$ cat config.mk
export PLATFORM = sky130hd
export DESIGN_NAME = transfer_sequencer
export DESIGN_NICKNAME = d
export VERILOG_FILES = /design/src/rtl/transfer_sequencer.sv
export SDC_FILE = /design/constraint.sdc
export NUM_CORES = 1
export LEC_CHECK = 0
export ABC_AREA = 1
export BUFFER_PORTS_ARGS = -buffer_cell sky130_fd_sc_hd__clkbuf_2
export CAP_MARGIN = 20
export CORE_MARGIN = 4
export CORE_UTILIZATION = 51
export DETAILED_ROUTE_END_ITERATION = 12
export PLACE_DENSITY = 0.8
export SETUP_SLACK_MARGIN = 0.05
export SYNTH_ARGS = -nofsm -noshare
export SYNTH_HDL_FRONTEND = slang
export SYNTH_SLANG_ARGS = --single-unit
$ cat constraint.sdc
create_clock -name clk -period 3.4 [get_ports clk]
set_clock_uncertainty 0.15 [all_clocks]
set_input_delay 0.17 -clock clk [delete_from_list [all_inputs] [get_ports clk]]
set_output_delay 0.17 -clock clk [all_outputs]
set_load 0.02 [all_outputs]
$ cat src/rtl/transfer_sequencer.sv
// Multi-beat address sequencer: expands one command
// into len strided beats with valid/ready, abort and error pulses.
module transfer_sequencer #(
  parameter int W_ADDR = 16,
  parameter int W_LEN  = 10
) (
  input  logic              clk,
  input  logic              rst,
  input  logic              cmd_valid,
  output logic              cmd_ready,
  input  logic              cmd_write,
  input  logic [W_ADDR-1:0] cmd_addr,
  input  logic [W_LEN-1:0]  cmd_len,
  input  logic [W_ADDR-1:0] cmd_stride,
  input  logic              cmd_decr,
  input  logic              abort,
  output logic              beat_valid,
  input  logic              beat_ready,
  output logic [W_ADDR-1:0] beat_addr,
  output logic              beat_write,
  output logic              beat_last,
  output logic [W_LEN-1:0]  beat_idx,
  output logic              busy,
  output logic              done,
  output logic              aborted,
  output logic              err
);

  typedef enum logic [1:0] {
    IDLE = 2'd0,
    RUN  = 2'd1,
    FIN  = 2'd2
  } state_t;

  localparam logic [W_LEN-1:0] ONE = 1;

  state_t state, state_nx;

  logic [W_ADDR-1:0] addr_q;
  logic [W_ADDR-1:0] stride_q;
  logic [W_LEN-1:0]  idx_q;
  logic [W_LEN-1:0]  len_q;
  logic              decr_q;
  logic              write_q;
  logic              err_q;
  logic              abt_q;

  logic accept;
  logic hs;
  logic last;

  assign accept = cmd_valid && cmd_ready;
  assign hs     = beat_valid && beat_ready;
  assign last   = (idx_q == (len_q - ONE));

  // state register
  always_ff @(posedge clk or posedge rst) begin
    if (rst) state <= IDLE;
    else     state <= state_nx;
  end

  // next-state: abort beats the handshake, FIN lasts one cycle
  always_comb begin
    state_nx = state;
    unique case (state)
      IDLE: if (accept && (cmd_len != '0)) state_nx = RUN;
      RUN: begin
        if (abort)           state_nx = IDLE;
        else if (hs && last) state_nx = FIN;
      end
      FIN:     state_nx = IDLE;
      default: state_nx = IDLE;
    endcase
  end

  // outputs decoded from state
  always_comb begin
    cmd_ready  = 1'b0;
    beat_valid = 1'b0;
    beat_last  = 1'b0;
    busy       = 1'b0;
    done       = 1'b0;
    unique case (state)
      IDLE: cmd_ready = !rst;
      RUN: begin
        beat_valid = 1'b1;
        beat_last  = last;
        busy       = 1'b1;
      end
      FIN: begin
        busy = 1'b1;
        done = 1'b1;
      end
      default: ;
    endcase
  end

  // command latch, beat advance and one-shot pulses
  always_ff @(posedge clk or posedge rst) begin
    if (rst) begin
      addr_q   <= '0;
      stride_q <= '0;
      idx_q    <= '0;
      len_q    <= '0;
      decr_q   <= 1'b0;
      write_q  <= 1'b0;
      err_q    <= 1'b0;
      abt_q    <= 1'b0;
    end else begin
      err_q <= 1'b0;
      abt_q <= 1'b0;
      unique case (state)
        IDLE: begin
          if (accept) begin
            addr_q   <= cmd_addr;
            stride_q <= cmd_stride;
            len_q    <= cmd_len;
            decr_q   <= cmd_decr;
            write_q  <= cmd_write;
            idx_q    <= '0;
            err_q    <= (cmd_len == '0);
          end
        end
        RUN: begin
          if (abort) begin
            abt_q <= 1'b1;
          end else if (hs && !last) begin
            idx_q  <= idx_q + ONE;
            addr_q <= decr_q ? addr_q - stride_q
                             : addr_q + stride_q;
          end
        end
        default: ;
      endcase
    end
  end

  assign beat_addr  = addr_q;
  assign beat_idx   = idx_q;
  assign beat_write = write_q;
  assign aborted    = abt_q;
  assign err        = err_q;

endmodule
==> impl_results.md, run 1 <==
- Status: finished clean
- Netlist cell types: 32
- CP endpoint kind: flip-flop
- Fraction of registers with async set/reset: 1.000
- First-pass GRT wire length: 18900 um
- Initial antenna violation count: 0
- Dpl cells: 838
- Buf/Inv on CP: 2
- Worst path max stage delay: 400 ps
- Highest Clock Rate: 322.8 MHz
- Total CTS buffers: 9
- Core Box Area: 8258 sq um
- FF+latch area: 1451 sq um
- Internal: 2910 uW
- Final hold violations: 0
- Number of global-route vias before repair: 4352
- Final net count: 847
- Flop-to-flop setup slack: 300 ps
- Kind of cell adding the most delay to the critical path: simple AND/OR/NAND/NOR gates
- Top cells by count, synth: nand2_1 (255), inv_1 (77), nand3_1 (59)
- GR Layer Usage met2: 0.4098
- Largest net degree at the start of global routing: 37
- Post-DR wirelength/cell: 13.11 um
- Die Y-Extent: 100.4 um
- CP required: 3490 ps
- FF+latch count, synth: 58
- TritonCTS clock tree: done
- HPWL after DPL: 8624 um
- Period minus WS final: 3098 ps
- Most numerous cell in the Yosys netlist: nand2_1
- # setup viols final: 0
- CTS Sinks: 58
- H-tree levels: 3
- # DRC: 0
- Critical Path Slowest Stage Cell: dfrtp_1
- Synth area leader: dfrtp_1
- Buffers on Ports: 82
- Syn nets: 731
- Synthesis-to-layout area growth: 23.92%
- CP most frequent cell: nand2_1
- Hold Crit Class: in -> reg
- Stages on worst setup path: 20
- Fill count: 741
- Initial DRC count: 235
- Max-slew violation total from the final report: 0
- Drt pass-1 iters: 4
- Leak: 0.003005 uW
- RSZ-0062 raised after global routing: false
- Reg power frac: 0.204
- # IOs: 83
- Synth top area share: 0.3335
- WL final: 11620 um
- Clock Path Buffers: 2
- Crit path kind: reg -> reg
- Peak supply drop: 0.0006586 V
- Syn Std Cell Area: 4352 sq um
- Reg clk slew, reported paths: 80 ps
- Antenna viol nets, final: 0
- Core Rows: 33
- Clk root buf: clkbuf_8
- Ant. Diodes: 0
- Non-filler instance count after layout: 886
- End of the critical path: beat_addr[13]
- Final period util: 0.9112
- Die X-Extent: 100.4 um
- Final setup margin: 301.9 ps
- Grt met3 use: 0.03336
- GR Util All Layers: 0.2326
- CP arrival: 3180 ps
- Critical Path, Cell by Cell: inv_2, ha_1, inv_1, nor2_2, nand2_1, nor2_2, nand3b_1, nand2_1, nand2_1, nor2_2, xor2_1, ha_1, a21oi_1, o21ai_0, a21oi_1, nand3_1, nand3_1, nand2_1, nand3_1, nand2_1
- Pwr per Cell Area: 1179 nW/um^2
- Mapped Cells: 660
- WHS: 10.57 ps
- Worst setup SP type: flip-flop
- GR peak layer: met2
- Most used flip-flop cell after synthesis: dfrtp_1
- Vias: 4517
- Total negative slack: 0 ps
- Place WS: 199.7 ps
- Most area-consuming cells after synthesis: dfrtp_1 (33%), nand2_1 (22%), nand3_1 (6.8%)
- Worst reg2reg path depth: 20
- Die area: 10070 sq um
- Sequential fraction of the synthesis area: 0.3335
- Relative slew slack: 0.4702
- Grt total ovfl: 0
- Gpl congestion: 0.9452
- Max Cap Viol: 0
- DR vias/cell: 5.098
- Clk Latency, worst-skew pair: 350 ps
- Clock share of power: 0.093
- Critical Path Start: stride_q[0]
- Reg-to-Reg Start: stride_q[0]
- Worst-Margin Slew: 793.5 ps
- Multi-input gate area: 2542 sq um
- Initial core utilization: 0.5270
- Synth Area per Inst: 6.593 sq um
- EDFF count, synth: 0
- Worst-path fanout max: 5
- Layout cells sized above 1: 0.1613
- Logic pwr share: 0.703
- Ys Warns: 0
- Reg2reg end: beat_addr[13]
- Switching share of power: 0.5423
- Met1 GRT Util: 0.2768
- P_sw: 3448 uW
## per-layer routing
layer / part of all wire / up-vias
li1: - / 2300
met1: 0.42 / 2061
met2: 0.50 / 127
met3: 0.053 / 29
met4: 0.031 / 0
met5: 0 / -
## power groups by stage
stage | logic (uW) | clock network [uW] | registers (uW)
floorplan | 3260 | 0 | 1340
finish | 4470 | 593 | 1300
CTS | 4360 | 606 | 1290
global route | 5060 | 637 | 1330
global placement | 4190 | 0 | 1280
detailed placement | 4290 | 0 | 1300
## placed cells by master (no fill, tap or decap)
cell           count
clkbuf_2          82
nor3b_1            3
a21oi_1           16
nor2_2             5
nor3_2             2
nand3_2            1
inv_6              1
nand2_4            1
nand2_2            1
nand3_1           59
dfrtp_1           58
a21oi_4            1
xor2_1            16
fa_1               1
and2_1             1
buf_4              8
nor4_1             2
nand2_8            1
o21ai_0           40
inv_2              6
o21a_1             1
clkinvlp_4         3
nor3_1             4
clkbuf_8          10
nor2_1            46
dlygate4sd3_1     31
ha_4               1
o21bai_4           1
nand4_1            5
inv_1             74
a21o_1             3
ha_1              20
o21ai_1            2
nand2_1          255
clkinv_2           2
clkinv_1           2
xnor2_1           12
nand3b_1           4
## final cells by class
class,count,share of cell area
Timing Repair Buffer,121,0.1448
Inverter,82,0.05708
Multi-Input combinational cell,504,0.4715
Tap cell,105,0.02436
Clock inverter,6,0.007657
Clock buffer,10,0.02552
Sequential cell,58,0.2691
## tightest hold or removal path, stage by stage
cell,delay [ps]
clkbuf_2,80
nand2_1,40
nand2_1,50
nand3_1,70
nand2_1,60
## logic make-up after synthesis
family,count (synthesis),share of synthesized area
simple gates,390,0.3744
buf+inv,98,0.08913
compound gates,64,0.08166
flops,58,0.3335
xor+xnor,28,0.05635
fa+ha+maj,22,0.06498
## timing repair
item | CTS | global route
endpoints found under the hold margin | 66 | 0
gates resized for setup | 0 | 10
hold buffers | 31 | 0
buffers inserted | 0 | 1
endpoints found under the setup margin | 0 | 4
## stage by stage
step           total power (uW)  utilization  cell area [sq um]
6_report                   6358       0.6530               5393
5_1_grt                    7028       0.6530               5393
4_1_cts                    6249       0.6485               5355
3_5_place_dp               5590       0.5892               4866
3_3_place_gp               5477       0.5892               4866
2_1_floorplan              4604            -               4352
## worst min-delay path by stage
| stage | from | endpoint | slack, ps | depth (start not counted) |
|---|---|---|---|---|
| 2_1_floorplan | cmd_write | beat_write | 130 | 2 |
| 3_3_place_gp | rst | state[1] | 200 | 2 |
| 3_5_place_dp | rst | state[0] | 210 | 2 |
| 4_1_cts | cmd_addr[14] | beat_addr[14] | 5 | 5 |
| 5_1_grt | cmd_addr[14] | beat_addr[14] | 20 | 5 |
| 6_report | cmd_addr[14] | beat_addr[14] | 10 | 5 |
## sequential cells by signal, summed over array words and instances, names as in the netlist
signal      flops
beat_addr      16
len_q          10
beat_write      1
err             1
stride_q       16
aborted         1
beat_idx       10
state           2
decr_q          1
Note: power is estimated with default switching activity, not from simulation.
==> run 2: changes to the inputs <==
Settings changed: BUFFER_PORTS_ARGS -buffer_cell sky130_fd_sc_hd__clkbuf_2 to unset, DONT_BUFFER_PORTS set to 1, PLACE_DENSITY 0.8 to 0.72, SKIP_CTS_REPAIR_TIMING set to 1.
==> run 2 against run 1 <==
Compared with the run above:
- the flow now finishes with violations (hold timing)
- global-route usage up 0.74 points
- count of clock-buffer cells in the layout up 2
- non-clock buffer count down 67
- die area unchanged
- worst hold slack worse by 28 ps
- clock power up 25%
- maximum frequency up 1.9%
- final area down 4.3%
- combinational power down 6.5%
- via count down 6.7%
- routed wire length up 0.83%
==> impl_results.md, run 2 (synthesized netlist as in run 1, its figures left out) <==
- Status: complete, but fails checks
- Failing checks: hold timing
- CP arrival: 3110 ps (-70 ps)
- Pwr per Cell Area: 1235 nW/um^2 (+4.8%)
- Worst path max stage delay: 390 ps (about the same)
- Buffers on Ports: 0 (-100%)
- Largest net degree at the start of global routing: 40 (+8.1%)
- Max Cap Viol: 0 (unchanged)
- Die X-Extent: 100.4 um (unchanged)
- GR Layer Usage met2: 0.4353 (+0.02548)
- Synthesis-to-layout area growth: 18.57%
- DR vias/cell: 5.145 (+0.92%)
- Die Y-Extent: 100.4 um (unchanged)
- Clk Latency, worst-skew pair: 340 ps (about the same)
- Period minus WS final: 3040 ps (-58.58 ps)
- Kind of cell adding the most delay to the critical path: simple AND/OR/NAND/NOR gates
- Fill count: 776 (+4.7%)
- Dpl cells: 757 (-9.7%)
- Finished Cell Area: 5160 sq um (-4.3%)
- Critical Path Start: stride_q[0]
- Final hold violations: 1 (+1)
- Final net count: 780 (-7.9%)
- Peak supply drop: 0.0005536 V (-16%)
- Number of global-route vias before repair: 4020 (-7.6%)
- Placed Area: 4463 sq um (-8.3%)
- # setup viols final: 0 (unchanged)
- Stages on worst setup path: 22 (+10%)
- # DRC: 0 (unchanged)
- Met1 GRT Util: 0.2795 (+0.002647)
- CP most frequent cell: nand2_1
- # IOs: 83 (unchanged)
- First-pass GRT wire length: 19350 um (+2.4%)
- Most common cell after layout, fill and taps aside: nand2_1
- CP required: 3480 ps (about the same)
- CTS Sinks: 58 (unchanged)
- RSZ-0062 raised after global routing: true
- Drt pass-1 iters: 4 (unchanged)
- Reg2reg end: beat_addr[15]
- GR Util All Layers: 0.2400 (+0.007352)
- WHS: -17.24 ps (-27.81 ps)
- HPWL after DPL: 8611 um (-0.14%)
- Antenna viol nets, final: 0 (unchanged)
- Critical Path, Cell by Cell: inv_2, ha_1, inv_1, nor2_1, nand2_1, nor2_1, nand3b_1, nand2_1, nand2_1, nor2_2, o21ai_1, xnor2_1, ha_1, a21oi_1, o21a_1, nand2_1, a21oi_1, nand2_1, nand3_1, nand2_1, nand3_1, nand2_1
- Die area: 10070 sq um (unchanged)
- Hold path startpoint: cmd_addr[7]
- Worst-Margin Slew: 838.8 ps (+45.28 ps)
- Vias: 4214 (-6.7%)
- Commonest cells after routing, fill and taps aside: nand2_1 (255), inv_1 (74), nand3_1 (59)
- Hold Crit Class: in -> reg
- Relative slew slack: 0.4400 (-0.03023)
- Grt total ovfl: 0 (unchanged)
- Worst-path fanout max: 4 (-1)
- FF+latch area: 1451 sq um (unchanged)
- Initial DRC count: 190 (-19%)
- Initial antenna violation count: 0 (unchanged)
- Total CTS buffers: 9 (unchanged)
- Core Rows: 33 (unchanged)
- Core Box Area: 8258 sq um (unchanged)
- Worst reg2reg path depth: 22 (+10%)
- Reg-to-Reg Start: stride_q[0]
- GR peak layer: met2
- Highest Clock Rate: 329.0 MHz (+1.9%)
- Total negative slack: 0 ps (unchanged)
- Gpl congestion: 0.9245 (-2.2%)
- Clk root buf: clkbuf_8
- Max-slew violation total from the final report: 0 (unchanged)
- Critical Path Slowest Stage Cell: dfrtp_1
- TritonCTS clock tree: done
- Initial core utilization: 0.5270 (unchanged)
- Flop-to-flop setup slack: 360 ps (+60 ps)
- Worst setup SP type: flip-flop
- Non-filler instance count after layout: 819 (-7.6%)
- H-tree levels: 3 (unchanged)
- WL final: 11710 um (+0.83%)
- Final period util: 0.8940 (-0.01723)
- Post-DR wirelength/cell: 14.30 um (+9.1%)
- Clock Path Buffers: 2 (unchanged)
- Crit path kind: reg -> reg
- Leak: 0.002750 uW (-8.5%)
- Layout cells sized above 1: 0.05882 (-0.1025)
- Ant. Diodes: 0 (unchanged)
- End of the critical path: beat_addr[15]
- CP endpoint kind: flip-flop
- Grt met3 use: 0.06324 (+0.02988)
- Reg clk slew, reported paths: 70 ps (about the same)
- Multi-input gate area: 2525 sq um (-0.69%)
- Buf/Inv on CP: 2 (unchanged)
run 2: cell types whose count changed in the layout (fill, tap and decap cells not counted), sizes merged:
cell	change
clkbuf	-80
bufinv	+2
inv	-1
dlygate4sd3	+13
clkinvlp	-3
buf	+2
run 2: how the worst min path moves through the flow:
| stage | slack [ps] | endpoint | cells after the start |
|---|---|---|---|
| 6_report | -20 | beat_addr[7] | 4 |
| 5_1_grt | 10 | beat_addr[7] | 4 |
| 4_1_cts | -250 | len_q[0] | 1 |
| 3_5_place_dp | 110 | aborted | 1 |
| 3_3_place_gp | 110 | aborted | 1 |
| 2_1_floorplan | 130 | beat_write | 2 |
run 2: routing by layer:
metal  vias to the layer above  wire (um)
met5                         -          0
met4                         0        200
met1                      1936       4772
met3                        17        668
li1                       2172          -
met2                        89       6072
run 2: metrics by stage:
stage | power [uW] | utilization | worst slack (ps) | hold slack (ps)
4_1_cts | 6254 | 0.5682 | 304.9 | -252.6
3_5_place_dp | 5482 | 0.5405 | 315.8 | 112.4
3_3_place_gp | 5383 | 0.5405 | 386.8 | 106.5
5_1_grt | 7095 | 0.6248 | 10.99 | 9.594
2_1_floorplan | 4604 | - | 598.9 | 129.6
6_report | 6373 | 0.6248 | 360.5 | -17.24
run 2: power by group:
part | leakage [uW] | switching, uW | internal [uW]
Sequential | 0.000737 | 470 | 979
Combinational | 0.00190 | 2650 | 1530
Clock | 0.000117 | 288 | 453
Total | 0.00275 | 3410 | 2960
run 2: worst reg2reg max path, stage by stage, from the launching register on:
cell	delay, ps
dfrtp_1	390
inv_2	90
ha_1	170
inv_1	40
nor2_1	110
nand2_1	80
nor2_1	120
nand3b_1	90
nand2_1	100
nand2_1	100
nor2_2	130
o21ai_1	100
xnor2_1	140
ha_1	340
a21oi_1	160
o21a_1	140
nand2_1	60
a21oi_1	130
nand2_1	70
nand3_1	60
nand2_1	50
nand3_1	70
nand2_1	60
run 2: layout make-up:
class / instances / share of cell area
clock buffers: 12 / 0.03007
clock inverters: 4 / 0.01431
inverters: 82 / 0.05965
multi-input cells: 504 / 0.4893
flip-flops and latches: 58 / 0.2813
well taps: 105 / 0.02546
repair buffers: 54 / 0.09990
==> run 3: changes to the inputs <==
Settings changed: PLACE_DENSITY 0.72 to 0.67.
==> run 3 against run 2 <==
Compared with the run above:
- the run still ends with hold timing left
- final area shrank 0.68%
- setup slack improved by 30 ps
- via count down 0.17%
- count of clock-buffer cells in the layout grew 1
- routed wire length decreased by 1.4%
- die area unchanged
- maximum frequency rose by 0.99%
- critical path type unchanged
- largest power group unchanged
==> impl_results.md, run 3 (synthesized netlist as in run 1, its figures left out) <==
- Status: complete, but fails checks
- Failing checks: hold timing
- Worst setup SP type: flip-flop
- Peak supply drop: 0.0006444 V (+16%)
- Buf/Inv on CP: 3 (+1)
- CP most frequent cell: nand2_1
- Reg power frac: 0.232 (+0.005)
- HPWL after DPL: 8506 um (-1.2%)
- WL final: 11550 um (-1.4%)
- Worst path max stage delay: 400 ps (about the same)
- Highest Clock Rate: 332.3 MHz (+0.99%)
- Core Util, Final: 0.6206 (-0.004242)
- Clock share of power: 0.110 (-0.006)
- Worst-path fanout max: 5 (+1)
- TritonCTS clock tree: done
- Max-slew violation total from the final report: 0 (unchanged)
- Gpl congestion: 0.8967 (-3.0%)
- # IOs: 83 (unchanged)
- GR Util All Layers: 0.2291 (-0.01090)
- Critical Path Slowest Stage Cell: dfrtp_1
- Internal: 2868 uW (-3.2%)
- Period minus WS final: 3010 ps (-29.81 ps)
- Total negative slack: 0 ps (unchanged)
- Switching share of power: 0.5411 (+0.005890)
- Synthesis-to-layout area growth: 17.77%
- Commonest cells after routing, fill and taps aside: nand2_1 (254), inv_1 (74), nand3_1 (59)
- Vias: 4207 (-0.17%)
- Reg clk slew, reported paths: 70 ps (about the same)
- Crit path kind: reg -> reg
- Final period util: 0.8852 (-0.008768)
- Initial antenna violation count: 0 (unchanged)
- Clk Latency, worst-skew pair: 350 ps (about the same)
- Clock Path Buffers: 2 (unchanged)
- Hold Crit Class: in -> reg
- CP arrival: 3100 ps (about the same)
- Antenna viol nets, final: 0 (unchanged)
- Leak: 0.002728 uW (-0.82%)
- Grt total ovfl: 0 (unchanged)
- Most common cell after layout, fill and taps aside: nand2_1
- Initial DRC count: 183 (-3.7%)
- Die area: 10070 sq um (unchanged)
- RSZ-0062 raised after global routing: true
- First-pass GRT wire length: 18490 um (-4.5%)
- # DRC: 0 (unchanged)
- Initial core utilization: 0.5270 (unchanged)
- WHS: -46.07 ps (-28.83 ps)
- Clk root buf: clkbuf_8
- CP required: 3490 ps (about the same)
- Buffers on Ports: 0 (unchanged)
- Drt pass-1 iters: 5 (+1)
- Die Y-Extent: 100.4 um (unchanged)
- Core Rows: 33 (unchanged)
- Final net count: 777 (-0.38%)
- DR vias/cell: 5.162 (+0.32%)
- Largest net degree at the start of global routing: 35 (-13%)
- Number of global-route vias before repair: 3957 (-1.6%)
- Kind of cell adding the most delay to the critical path: simple AND/OR/NAND/NOR gates
- Ant. Diodes: 0 (unchanged)
- H-tree levels: 3 (unchanged)
- P_sw: 3382 uW (-0.87%)
- Worst-Margin Slew: 750.6 ps (-88.23 ps)
- Die X-Extent: 100.4 um (unchanged)
- Final hold violations: 2 (+1)
- Pwr per Cell Area: 1219 nW/um^2 (-1.3%)
- Max Cap Viol: 0 (unchanged)
- Fill count: 768 (-1.0%)
- Total CTS buffers: 9 (unchanged)
- Critical Path, Cell by Cell: inv_2, ha_1, inv_1, nor2_1, nand2_1, nor2_2, nand3b_1, nand2_1, nand2_1, nor2_2, xor2_1, ha_1, inv_1, nor3_2, and2_1, nand2_1, nand2_1, nand2_1, nand3_1, nand2_1, nand3_1, nand2_1
- Logic pwr share: 0.659 (+0.003)
- Relative slew slack: 0.4989 (+0.05891)
- # setup viols final: 0 (unchanged)
- Post-DR wirelength/cell: 14.17 um (-0.93%)
- CTS Sinks: 58 (unchanged)
- Layout cells sized above 1: 0.05915 (+0.0003314)
- CP endpoint kind: flip-flop
- Core Box Area: 8258 sq um (unchanged)
[run 3: metrics by stage]
step           total power [uW]  cell area, sq um  std cells  worst slack [ps]  hold slack (ps)
4_1_cts                    6154              4659        771             305.7           -302.8
6_report                   6249              5125        815             390.3           -46.07
3_3_place_gp               5363              4456        756             399.8            73.52
2_1_floorplan              4604              4352        660             598.9            129.6
5_1_grt                    6902              5125        815             24.54            5.447
3_5_place_dp               5436              4456        756             315.6            80.69
[run 3: routing by layer]
layer | track usage | vias to the layer above | part of all wire
met5 | 0 | - | 0
met4 | 0.07358 | 0 | 0.023
met3 | 0.06115 | 17 | 0.056
met2 | 0.4123 | 88 | 0.51
met1 | 0.2627 | 1929 | 0.41
li1 | - | 2173 | -
[run 3: layout make-up]
cell class                      instances  area, sq um  area share
Multi-Input combinational cell        504         2537      0.4951
Sequential cell                        58         1451      0.2832
Timing Repair Buffer                   51        493.0     0.09619
Inverter                               82        307.8     0.06006
Clock buffer                           13        168.9     0.03296
Tap cell                              105        131.4     0.02563
Clock inverter                          2        35.03    0.006836
[run 3: final timing paths]
| check | cells past startpoint | slack [ps] | endpoint | from |
|---|---|---|---|---|
| setup / recovery | 22 | 390 | beat_addr[14] | stride_q[0] |
| max in group asynchronous | 3 | 2010 | len_q[7] | rst |
| setup reg to reg | 22 | 390 | beat_addr[14] | stride_q[0] |
| hold / removal | 4 | -50 | beat_addr[5] | cmd_addr[5] |
| min in group asynchronous | 2 | 270 | state[1] | rst |
| hold reg to reg | 2 | 360 | state[1] | state[1] |
[run 3: tightest hold or removal path, cell delays in order]
cell and delay (ps):
nand2_1 30, o21ai_0 70, nand3_1 80, nand2_1 70
[run 3: power by group through the flow]
stage          Clock (uW)  Combinational, uW  Sequential [uW]
4_1_cts               703               4010             1440
3_3_place_gp            0               3910             1450
2_1_floorplan           0               3260             1340
5_1_grt               728               4690             1490
3_5_place_dp            0               3980             1460
6_report              685               4120             1450
